$ cat config.mk
export PLATFORM = sky130hd
export DESIGN_NAME = score_display_bcd
export DESIGN_NICKNAME = d
export VERILOG_FILES = /design/src/rtl/score_pkg.sv /design/src/rtl/bin2bcd_seq.sv /design/src/rtl/score_display_bcd.sv
export SDC_FILE = /design/constraint.sdc
export NUM_CORES = 1
export LEC_CHECK = 0
export ABC_CLOCK_PERIOD_IN_PS = 5100
export CAP_MARGIN = 0
export CORE_MARGIN = 8
export CORE_UTILIZATION = 42
export DETAILED_ROUTE_END_ITERATION = 10
export DONT_BUFFER_PORTS = 1
export PLACE_DENSITY = 0.67
export SETUP_SLACK_MARGIN = 0.15
export SYNTH_ARGS = -nofsm -noshare
export SYNTH_HDL_FRONTEND = slang
export SYNTH_SLANG_ARGS = --single-unit
export TNS_END_PERCENT = 20
$ cat constraint.sdc
create_clock -name clk -period 5.1 [get_ports clk]
set_input_delay 1.02 -clock clk [delete_from_list [all_inputs] [get_ports clk]]
set_output_delay 1.02 -clock clk [all_outputs]
set_load 0.05 [all_outputs]
$ cat src/rtl/score_pkg.sv
// ------------------------------------------------------------------
// score_pkg : shared font ROM, converter state type and saturation helper
// Revision  : 1.0
// ------------------------------------------------------------------
`default_nettype none

package score_pkg;

  typedef enum logic [1:0] {
    IDLE  = 2'd0,
    SHIFT = 2'd1,
    LATCH = 2'd2
  } conv_state_t;

  // 8x16 glyphs for '0'..'9'; bit [7-col] is column col, 0 = lit pixel
  localparam logic [7:0] DIGIT_FONT [10][16] = '{
    '{8'hFF, 8'hFF, 8'hC3, 8'h99, 8'h99, 8'h91, 8'h89, 8'h99, 8'h99, 8'h99, 8'h99, 8'hC3, 8'hFF, 8'hFF, 8'hFF, 8'hFF},
    '{8'hFF, 8'hFF, 8'hE7, 8'hC7, 8'hE7, 8'hE7, 8'hE7, 8'hE7, 8'hE7, 8'hE7, 8'hE7, 8'h81, 8'hFF, 8'hFF, 8'hFF, 8'hFF},
    '{8'hFF, 8'hFF, 8'hC3, 8'h99, 8'hF9, 8'hF9, 8'hF3, 8'hE7, 8'hCF, 8'h9F, 8'h99, 8'h81, 8'hFF, 8'hFF, 8'hFF, 8'hFF},
    '{8'hFF, 8'hFF, 8'hC3, 8'h99, 8'hF9, 8'hF9, 8'hE3, 8'hF9, 8'hF9, 8'hF9, 8'h99, 8'hC3, 8'hFF, 8'hFF, 8'hFF, 8'hFF},
    '{8'hFF, 8'hFF, 8'hF3, 8'hE3, 8'hC3, 8'h93, 8'h33, 8'h01, 8'hF3, 8'hF3, 8'hF3, 8'hE1, 8'hFF, 8'hFF, 8'hFF, 8'hFF},
    '{8'hFF, 8'hFF, 8'h81, 8'h9F, 8'h9F, 8'h9F, 8'h83, 8'hF9, 8'hF9, 8'hF9, 8'h99, 8'hC3, 8'hFF, 8'hFF, 8'hFF, 8'hFF},
    '{8'hFF, 8'hFF, 8'hE3, 8'hCF, 8'h9F, 8'h9F, 8'h83, 8'h99, 8'h99, 8'h99, 8'h99, 8'hC3, 8'hFF, 8'hFF, 8'hFF, 8'hFF},
    '{8'hFF, 8'hFF, 8'h81, 8'h99, 8'hF9, 8'hF9, 8'hF3, 8'hE7, 8'hE7, 8'hE7, 8'hE7, 8'hE7, 8'hFF, 8'hFF, 8'hFF, 8'hFF},
    '{8'hFF, 8'hFF, 8'hC3, 8'h99, 8'h99, 8'h99, 8'hC3, 8'h99, 8'h99, 8'h99, 8'h99, 8'hC3, 8'hFF, 8'hFF, 8'hFF, 8'hFF},
    '{8'hFF, 8'hFF, 8'hC3, 8'h99, 8'h99, 8'h99, 8'hC1, 8'hF9, 8'hF9, 8'hF9, 8'hF3, 8'hC7, 8'hFF, 8'hFF, 8'hFF, 8'hFF}
  };

  // Clamp to the largest value representable in ndigits decimal digits (ndigits <= 8)
  function automatic logic [31:0] sat_dec(input logic [31:0] value, input int ndigits);
    logic [31:0] lim;
    lim = 32'd1;
    for (int i = 0; i < 8; i++) begin
      if (i < ndigits) lim = lim * 32'd10;
    end
    lim = lim - 32'd1;
    return (value > lim) ? lim : value;
  endfunction

endpackage

`default_nettype wire

$ cat src/rtl/bin2bcd_seq.sv
// ------------------------------------------------------------------
// bin2bcd_seq : iterative double-dabble converter, one bit per clock
// Revision    : 1.0
// ------------------------------------------------------------------
`default_nettype none

module bin2bcd_seq
  import score_pkg::*;
#(
  parameter int BIN_W  = 20,
  parameter int DIGITS = 6
) (
  input  logic                  clk,
  input  logic                  resetN,
  input  logic                  start_i,
  input  logic [BIN_W-1:0]      value_i,
  output logic                  busy_o,
  output logic                  done_o,
  output logic [4*DIGITS-1:0]   bcd_o
);

  localparam int CNT_W = (BIN_W > 1) ? $clog2(BIN_W) : 1;

  conv_state_t                state_q;
  logic [BIN_W-1:0]           bin_q;
  logic [4*DIGITS-1:0]        bcd_q;
  logic [CNT_W-1:0]           cnt_q;

  logic [4*DIGITS-1:0]        adj_bcd;
  logic [4*DIGITS+BIN_W-1:0]  shifted;
  logic [4*DIGITS-1:0]        bcd_d;
  logic [BIN_W-1:0]           bin_d;

  always_comb begin
    adj_bcd = bcd_q;
    for (int k = 0; k < DIGITS; k++) begin
      if (bcd_q[4*k +: 4] >= 4'd5) adj_bcd[4*k +: 4] = bcd_q[4*k +: 4] + 4'd3;
    end
    shifted = {adj_bcd, bin_q} << 1;
    bcd_d   = shifted[4*DIGITS+BIN_W-1:BIN_W];
    bin_d   = shifted[BIN_W-1:0];
  end

  // Caller guarantees the loaded value fits in DIGITS decimal digits
  always_ff @(posedge clk or negedge resetN) begin
    if (!resetN) begin
      state_q <= IDLE;
      bin_q   <= '0;
      bcd_q   <= '0;
      cnt_q   <= '0;
    end else begin
      case (state_q)
        IDLE: begin
          if (start_i) begin
            bin_q   <= value_i;
            bcd_q   <= '0;
            cnt_q   <= CNT_W'(BIN_W - 1);
            state_q <= SHIFT;
          end
        end
        SHIFT: begin
          bin_q <= bin_d;
          bcd_q <= bcd_d;
          if (cnt_q == '0) state_q <= LATCH;
          else             cnt_q   <= cnt_q - CNT_W'(1);
        end
        LATCH:   state_q <= IDLE;
        default: state_q <= IDLE;
      endcase
    end
  end

  assign busy_o = (state_q != IDLE);
  assign done_o = (state_q == LATCH);
  assign bcd_o  = bcd_q;

endmodule

`default_nettype wire

$ cat src/rtl/score_display_bcd.sv
// ------------------------------------------------------------------
// score_display_bcd : session high score tracker with blinking BCD readout
// Revision          : 1.0
// ------------------------------------------------------------------
`default_nettype none

module score_display_bcd
  import score_pkg::*;
#(
  parameter int         NUM_DIGITS   = 6,
  parameter int         SCORE_W      = 20,
  parameter logic [7:0] DIGIT_COLOR  = 8'hFF,
  parameter int         BLINK_FRAMES = 16,
  parameter bit         LZ_BLANK     = 1'b1
) (
  input  logic               clk,
  input  logic               resetN,
  input  logic               startOfFrame,
  input  logic               startGame,
  input  logic [10:0]        offsetX,
  input  logic [10:0]        offsetY,
  input  logic               insideRectangle,
  input  logic [SCORE_W-1:0] score,
  output logic               drawingRequest,
  output logic [7:0]         RGBout,
  output logic [SCORE_W-1:0] highScore,
  output logic               newHighScore,
  output logic               convBusy
);

  localparam int         BLINK_W      = (BLINK_FRAMES > 2) ? $clog2(BLINK_FRAMES) : 1;
  localparam logic [7:0] c_NUM_DIGITS = 8'(NUM_DIGITS);

  logic [SCORE_W-1:0]          highScore_q;
  logic                        newHigh_q;
  logic [BLINK_W-1:0]          blink_q;
  logic [NUM_DIGITS-1:0][3:0]  digit_q;
  logic                        draw_q;
  logic                        draw_d;

  logic [4*NUM_DIGITS-1:0]     conv_bcd;
  logic                        conv_done;
  logic                        conv_busy;

  logic [NUM_DIGITS-1:0]       blank;
  logic                        lz_run;
  logic [7:0]                  d_idx;
  logic [3:0]                  sel_digit;
  logic                        sel_blank;
  logic [7:0]                  glyph_row;
  logic                        font_lit;
  logic                        blink_off;

  // startGame wins over a coincident new record for the flag only
  always_ff @(posedge clk or negedge resetN) begin
    if (!resetN) begin
      highScore_q <= '0;
      newHigh_q   <= 1'b0;
    end else begin
      if (score > highScore_q) highScore_q <= score;
      if (startGame)                newHigh_q <= 1'b0;
      else if (score > highScore_q) newHigh_q <= 1'b1;
    end
  end

  bin2bcd_seq #(
    .BIN_W  (SCORE_W),
    .DIGITS (NUM_DIGITS)
  ) u_bin2bcd (
    .clk     (clk),
    .resetN  (resetN),
    .start_i (startOfFrame),
    .value_i (SCORE_W'(sat_dec(32'(highScore_q), NUM_DIGITS))),
    .busy_o  (conv_busy),
    .done_o  (conv_done),
    .bcd_o   (conv_bcd)
  );

  // digit_q[0] is the leftmost, most significant digit
  always_ff @(posedge clk or negedge resetN) begin
    if (!resetN) begin
      digit_q <= '0;
    end else if (conv_done) begin
      for (int k = 0; k < NUM_DIGITS; k++) begin
        digit_q[k] <= conv_bcd[4*(NUM_DIGITS-1-k) +: 4];
      end
    end
  end

  always_ff @(posedge clk or negedge resetN) begin
    if (!resetN)           blink_q <= '0;
    else if (!newHigh_q)   blink_q <= '0;
    else if (startOfFrame) blink_q <= blink_q + BLINK_W'(1);
  end

  always_comb begin
    blank  = '0;
    lz_run = 1'b1;
    for (int k = 0; k < NUM_DIGITS; k++) begin
      lz_run   = lz_run && (digit_q[k] == 4'd0);
      blank[k] = LZ_BLANK && lz_run && (k != NUM_DIGITS - 1);
    end
  end

  assign d_idx = offsetX[10:3];

  always_comb begin
    sel_digit = 4'd0;
    sel_blank = 1'b1;
    for (int k = 0; k < NUM_DIGITS; k++) begin
      if (d_idx == 8'(k)) begin
        sel_digit = digit_q[k];
        sel_blank = blank[k];
      end
    end
  end

  assign glyph_row = (sel_digit <= 4'd9) ? DIGIT_FONT[sel_digit][offsetY[3:0]] : 8'hFF;
  assign font_lit  = ~glyph_row[3'd7 - offsetX[2:0]];
  assign blink_off = newHigh_q && blink_q[BLINK_W-1];

  assign draw_d = insideRectangle && (d_idx < c_NUM_DIGITS) && (offsetY[10:4] == 7'd0) &&
                  !sel_blank && !blink_off && font_lit;

  always_ff @(posedge clk or negedge resetN) begin
    if (!resetN) draw_q <= 1'b0;
    else         draw_q <= draw_d;
  end

  assign drawingRequest = draw_q;
  assign RGBout         = DIGIT_COLOR;
  assign highScore      = highScore_q;
  assign newHighScore   = newHigh_q;
  assign convBusy       = conv_busy;

endmodule

`default_nettype wire
==> impl_metrics.json <==
{
  "synthFlopType": "dfrtp_1",
  "grt_remaining_overflow": 0,
  "ir_worst_vdd_uv": 456,
  "ctsResizeCount": 0,
  "crit_slowest_cell": "a211oi_1",
  "cts_tree": "done",
  "vias": 5164,
  "cts.sinks": 101,
  "numCtsBuffers": 9,
  "synth_largest_area_cell": "dfrtp_1",
  "p_leak_nw": 3.06,
  "rr_startpoint": "digit_q[1]$_DFFE_PN0N_",
  "syn_to_final_growth_pct": 5.18,
  "ys_ff_latch": 101,
  "path_cells": "nor3_1 -> nand2_1 -> o31a_1 -> inv_1 -> ha_1 -> o22a_1 -> o21ai_0 -> a211oi_1 -> nor2b_1 -> nor4b_1 -> o2111ai_1 -> o311ai_1",
  "async_reset_ff_share_pct": 100,
  "grt_start_max_net_pins": 102,
  "die_area_um2": 19600,
  "synth-edff-count": 0,
  "final_cell_mix": "dfrtp_1, nand2_1, inv_1",
  "final_hold_viol_count": 0,
  "worst-setup-path-type": "input port to flip-flop",
  "synthCells": 695,
  "drive_above_1_share_pct": 10.9,
  "relSlewSlack_pct": 28.4,
  "dp_hpwl_um": 12100,
  "cpPeakStageDelay_ns": 0.50,
  "cts_buffer_depth": 2,
  "finalInstanceArea_um2": 6810,
  "final_common_cell": "dfrtp_1",
  "ios": 78,
  "dr.pass1.iters": 5,
  "finalCritPeriodShare_pct": 81.8,
  "setup-tns-final_ns": 0,
  "die_h_um": 140,
  "clk_pin_slew_ns": 0.07,
  "fin_nets": 756,
  "path_max_fanout": 9,
  "hold_class": "input port to async pin",
  "routed_via_density": 6.00,
  "cts_hold_buf": 0,
  "num-fill-cells": 1432,
  "start_util_pct": 42.8,
  "r2r_end": "drawingRequest$_DFF_PN0_",
  "cp-end-kind": "flip-flop",
  "die_w_um": 140,
  "synth.top_cell.area_share_pct": 39.0,
  "syn-mean-instance-area_um2": 9.32,
  "fin_skew_ns": 0.00491,
  "synth_seq_area_share_pct": 39.0,
  "cp.required_ns": 5.36,
  "yosys.cell_types.count": 78,
  "worstPathArrival_ns": 4.43,
  "routedWlPerCell_um": 19.0,
  "power.density_nw_per_um2": 580,
  "portBuffers": 0,
  "antenna_found_initial": 0,
  "startpoint": "offsetX[10]",
  "finalWirelength_um": 16300,
  "synth_area_leaders": "dfrtp_1, ha_1, mux2_2, o21ai_0, nand2_1",
  "status": "completed",
  "reg2regPathDepth": 11,
  "yosys_warnings": 0,
  "grt_pass1_wl_um": 26900,
  "htree_levels": 3,
  "row_count": 45,
  "layout.cells.non_filler": 861,
  "drt_iter0_drc": 433,
  "max_freq_ghz": 0.240,
  "core_area_um2": 15100,
  "worstSkewPairLatency_ns": 0.35,
  "dp_cells": 844,
  "drc": 0,
  "setup_viol": 0,
  "worst_pin_slew_ns": 1.07,
  "worst-r2r-setup-slack_ns": 1.60,
  "ant_nets": 0,
  "postPlaceCellArea_um2": 6520,
  "cap_viol_max_count": 0,
  "startpoint_type": "input port",
  "cts-root-buf": "clkbuf_16",
  "gp_congestion": 0.860,
  "final.min_clock_period_ns": 4.17,
  "grtUsageTotal_pct": 16.7,
  "rsz0062_at_grt": "no",
  "postCtsSetupBuffers": 0,
  "grt_pass1_vias": 5339,
  "syn_area_um2": 6470,
  "drv_slew": 0
}
==> power breakdown <==
group          switching (mW)  internal [mW]  leakage, nW
Combinational           0.825          0.689         1.63
Sequential              0.640           1.13         1.29
Clock                   0.316          0.353        0.142
==> registers in the layout (all words and copies together) (netlist names) <==
register and cells:
newHighScore 1, blink_q 4, u_bin2bcd.bcd_o 24, u_bin2bcd.cnt_q 5, drawingRequest 1, u_bin2bcd.bin_q 20, digit_q 24, u_bin2bcd.state_q 2
highScore 20
==> worst max-delay path, delay by kind of cell <==
family / cells / cell delay (ns)
and+or+nand+nor: 4 / 1.22
AOI/OAI and AO/OA: 6 / 1.55
adders and majority gates: 1 / 0.39
buffers and inverters: 1 / 0.25
==> kinds of logic (layout without fill, tap and decap cells) <==
group                    Yosys count  in the layout  share of synthesized area, %
multiplexers                      49             49                          8.58
buffers and inverters            100             70                          6.72
flip-flops                       101            101                          39.0
other                              1              9                        0.0579
AO/OA/AOI/OAI                    189            189                          20.1
AND/OR/NAND/NOR                  196            196                          15.1
XOR/XNOR                          17             17                          2.30
adder cells (fa/ha/maj)           42             42                          8.12
==> cell usage after synthesis, types with 7 or more instances <==
library cell  instances
nand4_1              11
o22ai_1              15
a21o_1               10
clkbuf_1             33
a222oi_1              7
a21oi_1              34
xor2_1               10
buf_4                 8
nor2_1               43
nand2b_1             11
o21ai_0              46
nor3_1               12
mux2_2               39
nand2_1              60
nor4_1                8
mux2i_1               9
nor2b_1               9
dfrtp_1             101
o31ai_1               8
inv_1                50
nand3_1              12
xnor2_1               7
ha_1                 42
==> how the worst max path moves through the flow <==
| stage | slack [ns] | depth (start not counted) | endpoint |
|---|---|---|---|
| final | 0.93 | 12 | drawingRequest$_DFF_PN0_ |
| after global routing | 0.71 | 12 | drawingRequest$_DFF_PN0_ |
| after CTS | 1.02 | 12 | drawingRequest$_DFF_PN0_ |
| after detailed placement | 0.65 | 12 | drawingRequest$_DFF_PN0_ |
| after global placement | 0.98 | 12 | drawingRequest$_DFF_PN0_ |
| after floorplan | 1.22 | 14 | drawingRequest$_DFF_PN0_ |
==> final cells by class <==
class	instances	area, um2	share of cell area, %
Inverter	51	191	2.81
Tap cell	188	235	3.45
Clock inverter	6	53.8	0.790
Sequential cell	101	2530	37.1
Timing Repair Buffer	3	22.5	0.331
Multi-Input combinational cell	501	3540	52.0
Antenna cell	1	2.50	0.0367
Clock buffer	10	239	3.51
==> stage by stage <==
step	worst slack [ns]	power, mW	hold WS (ns)	utilization, %
floorplan	1.22	2.92	0.440	-
global placement	0.981	3.20	0.456	43.0
detailed placement	0.652	3.30	0.471	43.0
CTS	1.02	3.98	0.349	44.9
global route	0.714	4.25	0.348	44.9
finish	0.927	3.95	0.360	45.0
==> routing by layer <==
layer  global-route usage, %  vias to the layer above  wire length [um]
met3                    4.08                       29              1120
met4                    7.09                        0               384
met1                    20.2                     2518              6950
met2                    27.8                      162              7870
li1                        -                     2455                 -
met5                       0                        -                 0
Note: power is estimated with default switching activity, not from simulation.
